File: src/rtl/keccak_pkg.sv
// Shared definitions for the Keccak core driver.
// Contents: word width, counter width, mode encoding, driver FSM states,
// header field positions, and length-to-word ceiling helpers.
package keccak_pkg;

    localparam int unsigned W    = 64;  // core data word width
    localparam int unsigned CntW = 30;  // input/output word counter width

    typedef enum logic [1:0] {
        ModeSha256   = 2'd0,
        ModeSha512   = 2'd1,
        ModeShake128 = 2'd2,
        ModeShake256 = 2'd3
    } keccak_mode_t;

    typedef enum logic [2:0] {
        StIdle  = 3'd0,
        StHdr   = 3'd1,
        StMsg   = 3'd2,
        StDrain = 3'd3,
        StDone  = 3'd4
    } driver_state_t;

    // Header word layout: [63:62] mode, [61:32] in_len[29:0], [31:0] out_len
    localparam int unsigned HdrModeLsb   = 62;
    localparam int unsigned HdrInLenLsb  = 32;
    localparam int unsigned HdrOutLenLsb = 0;

    // ceil(len_bytes / 8); widened by one bit so the +7 cannot wrap
    function automatic logic [CntW-1:0] bytes_to_words(input logic [31:0] len_bytes);
        logic [32:0] t;
        t = {1'b0, len_bytes} + 33'd7;
        return t[32:3];
    endfunction

    // ceil(len_bits / 64)
    function automatic logic [CntW-1:0] bits_to_words(input logic [31:0] len_bits);
        logic [32:0] t;
        t = {1'b0, len_bits} + 33'd63;
        return {3'b000, t[32:6]};
    endfunction

endpackage

File: src/rtl/keccak_driver_word_counter.sv
// word_counter: 30-bit word counter with synchronous load, increment, and a
// terminal-count flag that is high while the count equals i_term.
// Ports:
//   i_clk, i_rst   clock, asynchronous active-high reset
//   i_load         load i_load_val (has priority over i_inc)
//   i_load_val     value to load
//   i_inc          increment by one
//   i_term         terminal value compared against the count
//   o_tc           count == i_term
module word_counter
    import keccak_pkg::*;
(
    input  logic            i_clk,
    input  logic            i_rst,
    input  logic            i_load,
    input  logic [CntW-1:0] i_load_val,
    input  logic            i_inc,
    input  logic [CntW-1:0] i_term,
    output logic            o_tc
);

    logic [CntW-1:0] r_count;

    always_ff @(posedge i_clk or posedge i_rst) begin
        if (i_rst) begin
            r_count <= '0;
        end else if (i_load) begin
            r_count <= i_load_val;
        end else if (i_inc) begin
            r_count <= r_count + {{(CntW-1){1'b0}}, 1'b1};
        end
    end

    assign o_tc = (r_count == i_term);

endmodule

File: src/rtl/keccak_driver.sv
// keccak_driver: sequences one hashing job into a Keccak core.
// Sends a header word, forwards the message words, then drains the digest
// words from the core into the result sink. All core/sink outputs are
// combinational from state and handshake inputs (zero-cycle pass-through).
// Ports:
//   i_clk, i_rst                         clock, asynchronous active-high reset
//   i_cmd_*/o_cmd_ready                  job request (mode, byte length, bit length)
//   i_msg_valid/o_msg_ready/i_msg_data   message word source
//   o_core_valid_n/i_core_ready/o_core_data        core input (valid active-low)
//   i_core_valid_out/o_core_ready_n/i_core_data_out core output (ready active-low)
//   o_res_valid/i_res_ready/o_res_data/o_res_last  digest word sink
//   o_busy, o_done                       job in progress, end-of-job pulse
module keccak_driver
    import keccak_pkg::*;
(
    input  logic          i_clk,
    input  logic          i_rst,
    input  logic          i_cmd_valid,
    output logic          o_cmd_ready,
    input  logic [1:0]    i_cmd_mode,
    input  logic [31:0]   i_cmd_in_len,
    input  logic [31:0]   i_cmd_out_len,
    input  logic          i_msg_valid,
    output logic          o_msg_ready,
    input  logic [W-1:0]  i_msg_data,
    output logic          o_core_valid_n,
    input  logic          i_core_ready,
    output logic [W-1:0]  o_core_data,
    input  logic          i_core_valid_out,
    output logic          o_core_ready_n,
    input  logic [W-1:0]  i_core_data_out,
    output logic          o_res_valid,
    input  logic          i_res_ready,
    output logic [W-1:0]  o_res_data,
    output logic          o_res_last,
    output logic          o_busy,
    output logic          o_done
);

    driver_state_t   r_state, w_state_next;

    logic [1:0]      r_mode;
    logic [29:0]     r_in_len;
    logic [31:0]     r_out_len;
    logic [CntW-1:0] r_in_words;
    logic [CntW-1:0] r_out_words;

    logic            w_load;
    logic            w_in_inc;
    logic            w_out_inc;
    logic            w_in_tc;
    logic            w_out_tc;
    logic [W-1:0]    w_header;

    always_ff @(posedge i_clk or posedge i_rst) begin
        if (i_rst) begin
            r_state <= StIdle;
        end else begin
            r_state <= w_state_next;
        end
    end

    always_ff @(posedge i_clk or posedge i_rst) begin
        if (i_rst) begin
            r_mode      <= '0;
            r_in_len    <= '0;
            r_out_len   <= '0;
            r_in_words  <= '0;
            r_out_words <= '0;
        end else if (w_load) begin
            r_mode      <= i_cmd_mode;
            r_in_len    <= i_cmd_in_len[29:0];
            r_out_len   <= i_cmd_out_len;
            r_in_words  <= bytes_to_words(i_cmd_in_len);
            r_out_words <= bits_to_words(i_cmd_out_len);
        end
    end

    assign w_header = {r_mode, r_in_len, r_out_len};

    // Terminal value is the index of the last word; both counters restart
    // from zero whenever a new command is accepted.
    word_counter u_in_cnt (
        .i_clk      (i_clk),
        .i_rst      (i_rst),
        .i_load     (w_load),
        .i_load_val ('0),
        .i_inc      (w_in_inc),
        .i_term     (r_in_words - 30'd1),
        .o_tc       (w_in_tc)
    );

    word_counter u_out_cnt (
        .i_clk      (i_clk),
        .i_rst      (i_rst),
        .i_load     (w_load),
        .i_load_val ('0),
        .i_inc      (w_out_inc),
        .i_term     (r_out_words - 30'd1),
        .o_tc       (w_out_tc)
    );

    always_comb begin
        w_state_next   = r_state;
        w_load         = 1'b0;
        w_in_inc       = 1'b0;
        w_out_inc      = 1'b0;
        o_cmd_ready    = 1'b0;
        o_msg_ready    = 1'b0;
        o_core_valid_n = 1'b1;
        o_core_data    = '0;
        o_core_ready_n = 1'b1;
        o_res_valid    = 1'b0;
        o_res_data     = '0;
        o_res_last     = 1'b0;
        o_done         = 1'b0;

        unique case (r_state)
            StIdle: begin
                o_cmd_ready = 1'b1;
                if (i_cmd_valid) begin
                    w_load       = 1'b1;
                    w_state_next = StHdr;
                end
            end
            StHdr: begin
                o_core_valid_n = 1'b0;
                o_core_data    = w_header;
                if (i_core_ready) begin
                    if (r_in_words != '0) begin
                        w_state_next = StMsg;
                    end else if (r_out_words != '0) begin
                        w_state_next = StDrain;
                    end else begin
                        // nothing to send or drain: an empty drain would never end
                        w_state_next = StDone;
                    end
                end
            end
            StMsg: begin
                o_core_valid_n = ~i_msg_valid;
                o_core_data    = i_msg_data;
                o_msg_ready    = i_core_ready;
                if (i_msg_valid && i_core_ready) begin
                    w_in_inc = 1'b1;
                    if (w_in_tc) begin
                        w_state_next = (r_out_words == '0) ? StDone : StDrain;
                    end
                end
            end
            StDrain: begin
                o_core_ready_n = ~i_res_ready;
                o_res_valid    = i_core_valid_out;
                o_res_data     = i_core_data_out;
                o_res_last     = i_core_valid_out & w_out_tc;
                if (i_core_valid_out && i_res_ready) begin
                    w_out_inc = 1'b1;
                    if (w_out_tc) begin
                        w_state_next = StDone;
                    end
                end
            end
            StDone: begin
                o_done       = 1'b1;
                w_state_next = StIdle;
            end
            default: begin
                w_state_next = StIdle;
            end
        endcase
    end

    assign o_busy = (r_state != StIdle);

endmodule

File: config.mk
export PLATFORM = sky130hd
export DESIGN_NAME = keccak_driver
export DESIGN_NICKNAME = d
export VERILOG_FILES = /design/src/rtl/keccak_pkg.sv /design/src/rtl/keccak_driver_word_counter.sv /design/src/rtl/keccak_driver.sv
export SDC_FILE = /design/constraint.sdc
export NUM_CORES = 1
export LEC_CHECK = 0
export ABC_AREA = 1
export CORE_MARGIN = 4
export CORE_UTILIZATION = 45
export DETAILED_ROUTE_END_ITERATION = 7
export PLACE_DENSITY_LB_ADDON = 0.25
export SETUP_SLACK_MARGIN = 0.2
export SYNTH_ARGS = -nofsm -noshare
export SYNTH_HDL_FRONTEND = slang
export SYNTH_HIERARCHICAL = 1
export SYNTH_SLANG_ARGS = --single-unit
export TNS_END_PERCENT = 10
File: constraint.sdc
create_clock -name i_clk -period 4.9 [get_ports i_clk]
set_input_delay 0.98 -clock i_clk [delete_from_list [all_inputs] [get_ports i_clk]]
set_output_delay 0.98 -clock i_clk [all_outputs]
set_load 0.1 [all_outputs]
==> out/results.tsv <==
stage	metric	value	unit
outcome	status	completed	
timing	setup_viol	0	
die	start_util	45.88	%
grt	grt_start_max_net_pins	122	
placement	port_buffers	336	
die	core	29870	µm²
timing	period_needed	4360	ps
yosys	synth_cell_types	46	
die	fp-row-count	63	
power	peakVddDrop	0.0008484	V
yosys	ys_ff_latch	184	
yosys	synth-edff-count	0	
yosys	seq_area_frac_synth	33.59	%
cts	cts.path.max_buffers	2	
critical_path	start_kind	flip-flop	
worst_hold_path	min_path_type	flip-flop to flip-flop	
detailed_routing	final_antenna_net_count	0	
power	p_per_area	713.5	nW/µm²
yosys	yosysTopAreaCellShare	33.59	%
yosys	synth_area	13710	µm²
die	io-pin-count	337	
cts	cts_sinks	184	
yosys	synth_area_leaders	dfrtp_1 (34%), nand2_1 (17%), nor2_1 (8.2%)	
cts	cts_tree	yes	
critical_path	reg2reg_depth	23	
placement	dp_hpwl	36.20	mm
critical_path	crit_path_max_fanout	7	
timing	finalHoldViolCount	0	
worst_hold_path	min-delay-start	r_in_len[27]	
critical_path	path_class	flip-flop to primary output	
detailed_routing	vias_per_cell	5.053	
cts	numCtsBuffers	17	
final_layout	drive_above_1_share	9.884	%
detailed_routing	wl	45.45	mm
yosys	synth_top_area_cell	dfrtp_1	
final_layout	multi_input_area	7933	µm²
timing	fin_ws	539.9	ps
yosys	avgSynthCellArea	6.423	µm²
yosys	ys_warn_count	6	
yosys	ys.flop_type	dfrtp_1	
detailed_routing	vias	14649	
timing	finalCritPeriodShare	88.98	%
grt	grt_usage	26.66	%
grt	grt.overflow.total	0	
detailed_routing	first_pass_iters	6	
critical_path	end_kind	primary output	
cts	ctsHtreeMaxLevel	4	
power	leakagePower	0.008780	µW
timing	fin_skew	12.83	ps
timing	setup_tns	0	ps
die	die_x	182.5	µm
timing	worstMarginPinSlew	1163	ps
critical_path	reg2reg_from	r_out_words[0]	
critical_path	r2r_end	r_state[1]	
critical_path	arrival	3380	ps
cts	clk_pin_slew_worst_paths	70	ps
detailed_routing	drc	0	
detailed_routing	wl_per_cell	15.68	µm
final_layout	seq_area	4604	µm²
yosys	async_flop_share	100.0	%
critical_path	worstSetupEndpoint	o_res_last	
die	dieArea	33320	µm²
grt	grt_pass1_vias	13902	
final_layout	syn_to_final_growth	30.17	%
grt	antenna_found_initial	0	
cts	insertion_delay	440	ps
placement	dp.cells	2868	
timing	maxSlewHeadroom	22.19	%
timing	whs	538.5	ps
critical_path	required	3920	ps
placement	pre_cts_slack	850.8	ps
final_layout	fin_nets	2703	
detailed_routing	drt_iter0_markers	1033	
cts	clockRootBuffer	clkbuf_16	
final_layout	final_cells	2899	
critical_path	crit_path_start	r_out_words[0]	
timing	maxSlewViolCount	0	
critical_path	r2r_setup_slack	1390	ps
final_layout	diodes	0	
cts	cts_setup_buffers	0	
timing	rsz0062_at_grt	no	
final_layout	n_fill_cell	2810	
grt	grt_first_pass_wirelength	72.31	mm
run	maxCapViolCount	0	
placement	place_congestion	0.9348	
yosys	syn-instance-count	2134	
die	die_h	182.5	µm
timing	fmax	0.2294	GHz
-- kinds of logic (layout without fill, tap and decap cells) --
| group | Yosys count | after routing | synth area share, % |
|---|---|---|---|
| compound gates | 284 | 284 | 11.60 |
| simple gates | 1193 | 1193 | 36.97 |
| flops | 184 | 184 | 33.59 |
| buf+inv | 357 | 673 | 10.32 |
| other cells | 1 | 60 | 0.02736 |
| xor+xnor | 110 | 110 | 7.029 |
| fa+ha+maj | 5 | 5 | 0.4564 |
-- cell type report --
class | count | area share [%]
multi-input cells | 1652 | 44.46
flip-flops and latches | 184 | 25.81
repair buffers | 348 | 17.58
inverters | 294 | 6.199
well taps | 390 | 2.735
clock buffers | 19 | 2.426
clock inverters | 12 | 0.7924
-- cells in the final DEF, fill, tap and decap left out, types with 4 or more instances in the layout --
master and n:
ha_1 5, inv_6 5, a22oi_1 38, o21ai_0 198, nand2_2 16, nor2_1 300
nand2_1 630, o211ai_1 7, nor4_1 4, xor2_1 106, or2_2 5, nand2_4 4
nor2_4 12, o21ai_1 4, o21bai_1 10, a21oi_1 13, clkdlybuf4s50_1 203, nor2_2 21
nor3_1 18, nand4_1 20, dfrtp_1 184, conb_1 60, inv_2 5, clkbuf_16 17
nand3_1 143, xnor2_1 4, a31oi_1 6, buf_4 143, nor3_2 4, inv_1 288
-- what timing repair did --
item	in CTS	in global routing
endpoints found under the setup margin	0	1
hold buffers	0	0
gates resized for setup	0	3
-- synth_stat cells, types with 2 or more instances --
cell and count:
a31oi_1 6, nor3_2 3, nor4_1 4, o21ai_1 4, dfrtp_1 184, xnor2_1 4, buf_2 26, buf_1 2
nand3b_1 3, nor3_1 19, or2_1 3, nand4_1 20, clkbuf_1 28, nor2_1 300, a21oi_1 13, o21bai_1 10
nor2_4 12, o21ai_0 198, inv_1 289, inv_2 5, o211ai_1 7, ha_1 5, a22oi_1 38, xor2_1 106
o22ai_1 2, and2_1 2, nand2_2 15, o21a_1 3, nand2_4 4, nor2_2 21, buf_4 4, a32o_1 2
nand2_1 631, or2_2 5, nand3_1 144, clkbuf_8 2
-- routing by layer --
metal / GRT usage, % / vias up / routed length [µm]
li1: - / 7340 / -
met1: 35.26 / 6648 / 19690
met2: 44.79 / 619 / 21040
met3: 6.000 / 42 / 4017
met4: 5.944 / 0 / 695
met5: 0 / - / 0
-- critical path, cell delays in order, from the launching register on --
cell and delay [ps]:
dfrtp_1 360, inv_1 180, ha_1 250, nand2_1 130, nor2_4 210, nand2_1 110, nor3_1 240, xor2_1 220
inv_1 60, nand2_1 50, nand2_1 50, nor2_1 100, nand2_1 60, nor2_1 100, nand2_1 70, nor2_1 160
inv_1 90, nor3_2 220, buf_6 280
-- state kept, by name, indices dropped and copies added (netlist names) --
signal and count:
u_in_cnt/r_count 30, r_in_len 30, r_in_words 30, r_mode 2, u_out_cnt/r_count 30, r_state 3
r_out_len 32, r_out_words 27
-- power breakdown --
group | internal (µW) | total [µW] | switching, µW
logic | 2070 | 8340 | 6260
registers | 2240 | 3000 | 761
clock network | 758 | 1390 | 637
-- worst min path at each step --
stage	endpoint	slack, ps	cells past startpoint
final	r_in_len[27]	540	2
after global routing	r_out_len[0]	560	2
after CTS	r_in_words[28]	540	2
after global placement	r_in_words[28]	520	2
after floorplan	r_in_len[10]	450	2
after detailed placement	r_in_words[28]	520	2
-- per-stage QoR --
stage | area, µm² | util, % | power [µW]
final | 17840 | 59.72 | 12730
after global routing | 17840 | 59.72 | 13560
after CTS | 17830 | 59.67 | 12750
after detailed placement | 17250 | 57.75 | 11330
after global placement | 17250 | 57.75 | 11170
after floorplan | 13930 | - | 9351
(Power assumes the default switching activity.)
